## src/rtl/calc_btn_cond_pkg.sv

```systemverilog
// Shared constants for the calculator button conditioner: debounce defaults
// and the chord bit order that the encoder and ALU control also rely on.
package calc_btn_cond_pkg;

  localparam int DEB_CYCLES_DEF  = 500000;
  localparam int DEB_CYCLES_SIM  = 4;
  localparam int SYNC_STAGES_DEF = 2;

  // Chord bit positions, also used as debouncer slot indices.
  localparam int CHORD_R = 0;
  localparam int CHORD_C = 1;
  localparam int CHORD_L = 2;
  localparam int BTN_D   = 3;
  localparam int NUM_BTN = 4;

  // Field order mirrors CHORD_L/C/R so the packed value is {l,c,r}.
  typedef struct packed {
    logic l;
    logic c;
    logic r;
  } chord_t;

  function automatic chord_t make_chord(input logic l, input logic c, input logic r);
    chord_t ch;
    ch.l = l;
    ch.c = c;
    ch.r = r;
    return ch;
  endfunction

endpackage

```

## src/rtl/btn_debounce.sv

```systemverilog
// One push-button input: multi-flop synchroniser followed by a hold-time
// debouncer that only accepts a level held for DEB_CYCLES consecutive cycles.
module btn_debounce
  import calc_btn_cond_pkg::*;
#(
  parameter int DEB_CYCLES  = DEB_CYCLES_DEF,
  parameter int SYNC_STAGES = SYNC_STAGES_DEF
) (
  input  logic clk,
  input  logic rst_n,
  input  logic raw,
  output logic level
);

  localparam int CNT_W = $clog2(DEB_CYCLES + 1);

  logic [SYNC_STAGES-1:0] sync;
  logic [CNT_W-1:0]       cnt;
  logic                   s;

  assign s = sync[SYNC_STAGES-1];

  // The counter only runs while s disagrees with level and is cleared on
  // acceptance, so it tops out at DEB_CYCLES-1 and cannot wrap.
  always_ff @(posedge clk) begin
    if (!rst_n) begin
      sync  <= '0;
      cnt   <= '0;
      level <= 1'b0;
    end else begin
      sync <= {sync[SYNC_STAGES-2:0], raw};
      if (s == level) begin
        cnt <= '0;
      end else if (cnt == CNT_W'(DEB_CYCLES - 1)) begin
        level <= s;
        cnt   <= '0;
      end else begin
        cnt <= cnt + CNT_W'(1);
      end
    end
  end

endmodule

```

## src/rtl/calc_btn_cond.sv

```systemverilog
// Button conditioner for the calculator: debounced l/c/r levels plus a
// one-cycle execute pulse and the chord captured on each accepted btnd press.
module calc_btn_cond
  import calc_btn_cond_pkg::*;
#(
  parameter int DEB_CYCLES  = DEB_CYCLES_DEF,
  parameter int SYNC_STAGES = SYNC_STAGES_DEF
) (
  input  logic       clk,
  input  logic       rst_n,
  input  logic       btnl_raw,
  input  logic       btnc_raw,
  input  logic       btnr_raw,
  input  logic       btnd_raw,
  output logic       btnl,
  output logic       btnc,
  output logic       btnr,
  output logic       exec_pulse,
  output logic [2:0] chord
);

  logic [NUM_BTN-1:0] raw_bus;
  logic [NUM_BTN-1:0] lvl_bus;
  logic               btnd_db;
  logic               btnd_q;
  logic               btnd_rise;
  chord_t             lvl_q;

  always_comb begin
    raw_bus          = '0;
    raw_bus[CHORD_L] = btnl_raw;
    raw_bus[CHORD_C] = btnc_raw;
    raw_bus[CHORD_R] = btnr_raw;
    raw_bus[BTN_D]   = btnd_raw;
  end

  for (genvar i = 0; i < NUM_BTN; i++) begin : g_db
    btn_debounce #(
      .DEB_CYCLES (DEB_CYCLES),
      .SYNC_STAGES(SYNC_STAGES)
    ) u_db (
      .clk  (clk),
      .rst_n(rst_n),
      .raw  (raw_bus[i]),
      .level(lvl_bus[i])
    );
  end

  assign btnl      = lvl_bus[CHORD_L];
  assign btnc      = lvl_bus[CHORD_C];
  assign btnr      = lvl_bus[CHORD_R];
  assign btnd_db   = lvl_bus[BTN_D];
  assign btnd_rise = btnd_db & ~btnd_q;

  // lvl_q lags the levels by one cycle, so on the rise of btnd_db it still
  // holds the chord from before that edge: a chord button settling in the
  // same cycle as btnd is not included in the capture.
  always_ff @(posedge clk) begin
    if (!rst_n) begin
      btnd_q     <= 1'b0;
      lvl_q      <= '0;
      exec_pulse <= 1'b0;
      chord      <= 3'b000;
    end else begin
      btnd_q     <= btnd_db;
      lvl_q      <= make_chord(btnl, btnc, btnr);
      exec_pulse <= btnd_rise;
      if (btnd_rise) begin
        chord <= lvl_q;
      end
    end
  end

endmodule

```

## config.mk

```make
export PLATFORM = sky130hd
export DESIGN_NAME = calc_btn_cond
export DESIGN_NICKNAME = d
export VERILOG_FILES = /design/src/rtl/calc_btn_cond_pkg.sv /design/src/rtl/btn_debounce.sv /design/src/rtl/calc_btn_cond.sv
export SDC_FILE = /design/constraint.sdc
export NUM_CORES = 1
export LEC_CHECK = 0
export ABC_CLOCK_PERIOD_IN_PS = 2100
export BUFFER_PORTS_ARGS = -buffer_cell sky130_fd_sc_hd__buf_2
export CAP_MARGIN = 0
export CORE_ASPECT_RATIO = 0.5
export CORE_MARGIN = 1
export CORE_UTILIZATION = 23
export CTS_BUF_LIST = sky130_fd_sc_hd__clkbuf_8
export DETAILED_ROUTE_END_ITERATION = 8
export SYNTH_ARGS = -nofsm -noshare
export SYNTH_HDL_FRONTEND = slang
export SYNTH_SLANG_ARGS = --single-unit
```

## constraint.sdc

```tcl
create_clock -name clk -period 2.1 [get_ports clk]
set_input_delay 0.105 -clock clk [delete_from_list [all_inputs] [get_ports clk]]
set_output_delay 0.105 -clock clk [all_outputs]
set_load 0.03 [all_outputs]
```

# Word-level counts from Yosys, hierarchy flattened
# Cells that the tools add are included.
# totals
ff_bits	96
output_inout_bits	7
# classes
n_reduce_logical	8
n_addsub	4
n_eq_ne	8
bitwise_logic	7
# ops
cell	n
adder 19 x 1 -> 19 bit (second input constant)	4
== test 19 bit (second input constant)	4
OR reduction 3 bit	4
AND reduction 2 bit	4
NOT 1 bit	6
== test 1 bit	4
bitwise AND 1 bit	1

# Logic depth before layout (Yosys ltp)
# Gate-level depths: netlist of run 1.
# depth
depth_word	3
ltp_mapped	7
ltp_nobuf	5

# Cells and area by module
# From an unflattened synthesis of run 1, not the netlist that was laid out.
# hier_totals
cells_unflattened	460
hier_area_um2	4217.8
# by_module_without_submodules
module	area_per_inst_um2	n_inst	cells_each
btn_debounce	987.2	4	109
calc_btn_cond	269.0	1	24

# Worst setup path before layout of run 1
# No wires, ideal clock.
# synth_path
kind	register to register
startpoint	register g_db[1].u_db.cnt[14]
endpoint	register g_db[1].u_db.cnt[12]
arrival_ns	1.772
n_path_buf	1
stages_incl_launch_ff	6
setup_time_ns	0.115
synth_period_minus_slack_ns	1.887
setup_slack_ns	0.213
cell_sequence	dfxtp_1 or4_1 or4b_4 o21bai_4 buf_12 nor2_2
# synth_via
elab_chain_cells	2
# synth_rtl
element	line	text
start: declaration	btn_debounce.sv:18	logic [CNT_W-1:0] cnt;
start signal: assignment	btn_debounce.sv:38	cnt <= cnt + CNT_W'(1);
== test 19 bit	btn_debounce.sv:34	end else if (cnt == CNT_W'(DEB_CYCLES - 1)) begin
OR reduction 3 bit (no source line)	n/a	
# Every way passes these cells.
# A chain may end at the register's enable or synchronous reset.

# Worst setup path in the final report of run 1
# layout_path
startpoint	register g_db[1].u_db.cnt[0]
endpoint	register g_db[1].u_db.cnt[18]
# layout_via
elab_chain_cells	2
word_cells_on_any_way	3
classes_between	add/sub (1); eq/ne (1); reduce/logical (1)
# layout_rtl
element
parallel branches: the longest is 2 deep, another holds adder 19 x 1 -> 19 bit
# Several ways; the timed one is not identified.

==> results of run 1 <==
## per-layer routing
layer | part of all wire | GRT usage
met3 | 0.019 | 0.02239
met5 | 0 | 0
met4 | 0.025 | 0.03876
met1 | 0.50 | 0.1055
met2 | 0.45 | 0.1408
## worst register-to-register path, cell delays in order, from the launching register on
cell	delay [ns]
dfxtp_1	0.41
ha_1	0.22
and4_1	0.28
or4b_4	0.52
o21bai_4	0.17
buf_12	0.16
a21oi_1	0.05
## sequential cells by signal (all words and copies together) (netlist names)
name	count
btnd_q	1
g_db.u_db.level	4
g_db.u_db.sync	8
g_db.u_db.cnt	76
exec_pulse	1
lvl_q	3
chord	3
## through the flow
stage | total power, mW | setup WS, ns | hold slack [ns] | cells
2_1_floorplan | 1.903 | 0.2126 | 0.2323 | 464
3_3_place_gp | 1.919 | 0.2359 | 0.3099 | 708
3_5_place_dp | 1.920 | 0.2015 | 0.3160 | 708
4_1_cts | 3.289 | 0.1824 | 0.1812 | 728
5_1_grt | 3.375 | 0.008010 | 0.2092 | 728
6_report | 3.252 | 0.1894 | 0.1824 | 728
## where the power goes
part	total, mW	leakage [nW]	internal (mW)	switching [mW]
registers	1.83	0.775	1.83	0.00525
logic	0.0482	0.600	0.0229	0.0253
clock network	1.37	0.117	0.734	0.637
total	3.25	1.49	2.59	0.667
## layout make-up
| class | instances | area (sq um) |
|---|---|---|
| timing repair buffer | 27 | 195.2 |
| clock buffer | 11 | 151.4 |
| multi-input combinational | 341 | 2121 |
| clock inverter | 5 | 80.08 |
| inverter | 14 | 52.55 |
| tap | 234 | 292.8 |
| sequential | 96 | 1922 |
| fill | 1868 | 12710 |
## repair_timing
item	CTS	global route
endpoints found under the setup margin	0	1
buffers inserted	0	0
hold endpoints to repair	4	0
hold buffers	4	0
## Yosys cell counts (2+ instances only)
library cell and n:
or2_2 3, or3_1 8, inv_1 14, o21ai_0 11
mux2i_1 7, xnor2_1 26, and3_1 6, ha_1 4
nor2_1 52, o31ai_1 8, nand4_1 24, dfxtp_1 96
nand3_1 27, and4_1 6, buf_2 2, nor3_1 8
and2_1 14, nor4_1 14, nand2_1 36, xor2_1 27
nor4b_1 2, nor2b_1 5, clkbuf_1 8, a21oi_1 18
nor2_2 10, or4_1 10
## cells by family after synthesis
family          Yosys count  share of synthesized area
simple gates            234                     0.3023
flops                    96                     0.4615
xor+xnor                 53                     0.1115
compound gates           43                    0.06671
buf+inv                  27                    0.02915
mux                       7                    0.01683
fa+ha+maj                 4                    0.01202
## worst paths after layout
path	from	to	slack (ns)	cells past startpoint
worst max-delay path	g_db[1].u_db.cnt[0]	g_db[1].u_db.cnt[18]	0.19	6
worst min-delay path	rst_n	lvl_q[1]	0.18	3
worst max register to register	g_db[1].u_db.cnt[0]	g_db[1].u_db.cnt[18]	0.19	6
worst min register to register	btnd_q	exec_pulse	0.41	1
==> results.yml, run 1 <==
synthesis:
  synthTopCellsByArea: "dfxtp_1, xor2_1, xnor2_1"
  ys.flop_type: "dfxtp_1"
  postSynthCellCount: 464
  ys_seq_area_frac: 0.4615
  synth_edf_count: 0
  ys_async_sr_fraction: 0
  synth_top_area_frac: 0.4615
  yosys.cell_types.count: 44
  ys.warnings.count: 0
  synth-seq-cells: 96
  syn_area_sq_um: 4164
  synth_area_per_cell_sq_um: 8.974
  syn-num-nets: 474
  post-synth-top-area-cell: "dfxtp_1"
min_path:
  hold_path_class: "in -> reg"
critical_path:
  cp_max_fo: 13
  cp-start-kind: "flip-flop"
  end_kind: "flip-flop"
  crit_type: "reg -> reg"
  crit_required_ns: 2.35
  worst-path-buf-inv: 1
  critical-path-max-stage-delay_ns: 0.52
  arrival_ns: 2.16
  crit_slowest_cell: "or4b_4"
  critical-path-top-delay-family: "simple AND/OR/NAND/NOR gates"
  path_cells: "ha_1 > and4_1 > or4b_4 > o21bai_4 > buf_12 > a21oi_1"
place:
  port-buffer-count: 12
  finalWeightedCongestion: 0.8222
  dp_hpwl_mm: 5.275
  placed_area_sq_um: 4543
grt:
  grt_usage: 0.08602
  grt_start_max_net_pins: 26
  antenna_found_initial: 0
  grt_pass1_wl_mm: 13.25
  grt_pass1_vias: 3003
  overflow: 0
detailed_routing:
  drtIter0Drc: 83
  dr.pass1.iters: 4
  vias: 3178
  drc_errors: 0
  wl_mm: 7.557
  drt.antenna.violating_nets: 0
  via_per_inst: 4.365
  post_drt_wl_per_cell_microns: 10.38
timing:
  min_period_over_period: 0.9098
  setup_tns_ns: 0
  final.min_clock_period_ns: 1.911
  hold_violations: 0
  timing.fmax_mhz: 523.4
  maxSlewViolCount: 0
  setup_viol: 0
  rsz0062_at_grt: "no"
  tightest_slew_ns: 0.5642
  slew_headroom: 0.6204
  finClkSkew_ns: 0.01233
finish:
  postLayoutCoreUtil: 0.2747
  fin_area_sq_um: 4815
  area_growth_pct: 15.63
  final_common_cell: "dfxtp_1"
  n_antenna_cell: 0
  drive_above_1_share: 0.1194
  fin_nets: 499
  final_cell_mix: "dfxtp_1, nor2_1, nand2_1, xor2_1, nand3_1"
clock_tree:
  cts_resized: 0
  clock_latency_ns: 0.37
  cts.clk_slew.worst_paths_ns: 0.10
  cts_buffers: 9
  clockRootBuffer: "clkbuf_8"
  cts_tree: "done"
  clock_sinks: 96
  clk_path_buf_depth: 2
  cts_max_level: 3
pwr:
  power.leakage_nw: 1.492
  ir_drop_uv: 257.9
  powerDensity_nw_per_um2: 675.5
floorplanning:
  ios: 13
  coreArea_sq_um: 17530
  num_rows: 34
  die_h_microns: 97.15
  die_area_sq_um: 18680
  start_util: 0.2376
  die_w_microns: 192.3
flow_run:
  maxCapViolCount: 0
outcome:
  status: "complete, no violations"
No activity file was read; power rests on OpenSTA's default activity.
==> run 2: changes to the inputs <==
--- a/config.mk
+++ b/config.mk
@@ -8,11 +8,15 @@
 export ABC_CLOCK_PERIOD_IN_PS = 2100
 export BUFFER_PORTS_ARGS = -buffer_cell sky130_fd_sc_hd__buf_2
 export CAP_MARGIN = 0
+export CELL_PAD_IN_SITES_DETAIL_PLACEMENT = 0
+export CELL_PAD_IN_SITES_GLOBAL_PLACEMENT = 1
 export CORE_ASPECT_RATIO = 0.5
 export CORE_MARGIN = 1
 export CORE_UTILIZATION = 23
 export CTS_BUF_LIST = sky130_fd_sc_hd__clkbuf_8
 export DETAILED_ROUTE_END_ITERATION = 8
+export PLACE_DENSITY_LB_ADDON = 0.1
 export SYNTH_ARGS = -nofsm -noshare
 export SYNTH_HDL_FRONTEND = slang
 export SYNTH_SLANG_ARGS = --single-unit
+export TNS_END_PERCENT = 5
==> run 2 against run 1 <==
Wire length increased by 17%. Worst hold slack got worse by 0.0075 ns. Sequential share of layout area decreased by 0.093 points. Via count rose by 0.66%. First-iteration DRC count grew 29%. Setup slack got worse by 0.0036 ns. Sequential power about the same. Sequential cell count did not move. Critical path depth shrank 1. Non-clock buffer count grew 5. Critical path type unchanged.
==> results.yml, run 2 (synthesis gave the netlist of run 1 again) <==
outcome:
  status: "complete, no violations"
clock_tree:
  clock_latency_ns: 0.37
  cts_max_level: 3
  cts_tree: "done"
  clockRootBuffer: "clkbuf_8"
  post_cts_buffers: 0
  clk_path_buf_depth: 2
  cts.clk_slew.worst_paths_ns: 0.10
  clock_sinks: 96
  cts_buffers: 9
timing:
  rsz0062_at_grt: "no"
  setup_tns_ns: 0
  final.min_clock_period_ns: 1.914
  timing.fmax_mhz: 522.4
  slew_headroom: 0.6202
  setup_viol: 0
  finClkSkew_ns: 0.01203
  maxSlewViolCount: 0
  tightest_slew_ns: 0.5645
  min_period_over_period: 0.9115
  hold_violations: 0
finish:
  n_antenna_cell: 0
  final_cells: 732
  postLayoutCoreUtil: 0.2753
  drive_above_1_share: 0.1285
  largest_reg_flops: 76
  final_cell_mix: "dfxtp_1, nor2_1, nand2_1, xor2_1, nand3_1"
  area_growth_pct: 15.90
  top_regs: "g_db.u_db.cnt: 76 flops, g_db.u_db.sync: 8 flops, g_db.u_db.level: 4 flops"
  regMostFlops: "g_db.u_db.cnt"
  n_fill_cell: 1948
  final_common_cell: "dfxtp_1"
  fin_nets: 504
detailed_routing:
  drc_errors: 0
  via_per_inst: 4.370
  vias: 3199
  post_drt_wl_per_cell_microns: 12.11
  dr.pass1.iters: 4
  drt.antenna.violating_nets: 0
  drtIter0Drc: 107
  wl_mm: 8.868
critical_path:
  r2r_end: "g_db[1].u_db.cnt[18]"
  crit_type: "reg -> reg"
  endpoint: "g_db[1].u_db.cnt[18]"
  cp-startpoint: "g_db[1].u_db.cnt[14]"
  r2r-start: "g_db[1].u_db.cnt[14]"
  reg2reg_slack_ns: 0.19
  cp_max_fo: 13
  r2r_cells: 5
  critical-path-max-stage-delay_ns: 0.56
  critical-path-top-delay-family: "simple AND/OR/NAND/NOR gates"
  cp-start-kind: "flip-flop"
  worst-path-buf-inv: 1
  crit_required_ns: 2.35
  end_kind: "flip-flop"
  path_cells: "or4_1 > or4b_4 > o21bai_4 > buf_12 > a21oi_1"
  crit_slowest_cell: "or4b_4"
  arrival_ns: 2.16
  cp.depth: 5
floorplanning:
  start_util: 0.2376
  num_rows: 34
  ios: 13
  die_h_microns: 97.15
  die_area_sq_um: 18680
  coreArea_sq_um: 17530
  die_w_microns: 192.3
grt:
  grt_pass1_wl_mm: 15.44
  grt_pass1_vias: 3177
  overflow: 0
  antenna_found_initial: 0
  grt_usage: 0.1039
  grt_start_max_net_pins: 26
place:
  dp_hpwl_mm: 6.140
  dpl.cell_count: 713
  port-buffer-count: 12
  finalWeightedCongestion: 0.7084
min_path:
  hold_start: "rst_n"
  hold_path_class: "in -> reg"
flow_run:
  maxCapViolCount: 0
pwr:
  ir_drop_uv: 243.0
  power.leakage_nw: 1.498
  powerDensity_nw_per_um2: 655.6
==> run 2: worst min path at each step <==
stage	cells after the start	endpoint
5_1_grt	3	exec_pulse
3_5_place_dp	2	g_db[3].u_db.sync[0]
6_report	3	g_db[2].u_db.cnt[2]
2_1_floorplan	1	g_db[0].u_db.sync[0]
3_3_place_gp	2	g_db[3].u_db.sync[0]
4_1_cts	3	g_db[2].u_db.cnt[2]
==> run 2: metrics by stage <==
stage / worst slack [ns] / area [sq um] / hold slack, ns / total power [mW]
3_5_place_dp: 0.1939 / 4581 / 0.3168 / 1.923
5_1_grt: 0.05308 / 4826 / 0.1929 / 3.315
3_3_place_gp: 0.2126 / 4581 / 0.3125 / 1.923
2_1_floorplan: 0.2126 / 4164 / 0.2323 / 1.903
6_report: 0.1859 / 4826 / 0.1749 / 3.164
4_1_cts: 0.1833 / 4826 / 0.1604 / 3.256
==> run 2: worst min-delay path, delay by kind of cell <==
kind	cells	cell delay, ns
buffers and inverters	1	0.23
and+or+nand+nor	2	0.18
==> run 2: where the power goes <==
group          total (mW)  internal, mW  switching, mW
sequential           1.83          1.83        0.00428
clock                1.28         0.612          0.668
combinational      0.0512        0.0241         0.0271
==> run 2: area by class of cell <==
class	count	area, sq um	share of cell area
inverters	14	52.55	0.01089
repair buffers	32	232.7	0.04822
multi-input cells	341	2121	0.4395
clock inverters	4	53.80	0.01115
clock buffers	11	151.4	0.03137
well taps	234	292.8	0.06067
flip-flops and latches	96	1922	0.3982
==> run 2: per-layer routing <==
metal	vias up	global-route usage	share of wire
met3	8	0.03575	0.035
met4	0	0.02726	0.0096
met1	1480	0.1362	0.52
li1	1691	-	-
met5	-	0	0
met2	20	0.1613	0.44
==> run 2: timing repair <==
item / CTS / global route
gates resized for setup: 0 / 0
endpoints found under the hold margin: 4 / 0
hold buffers: 4 / 0
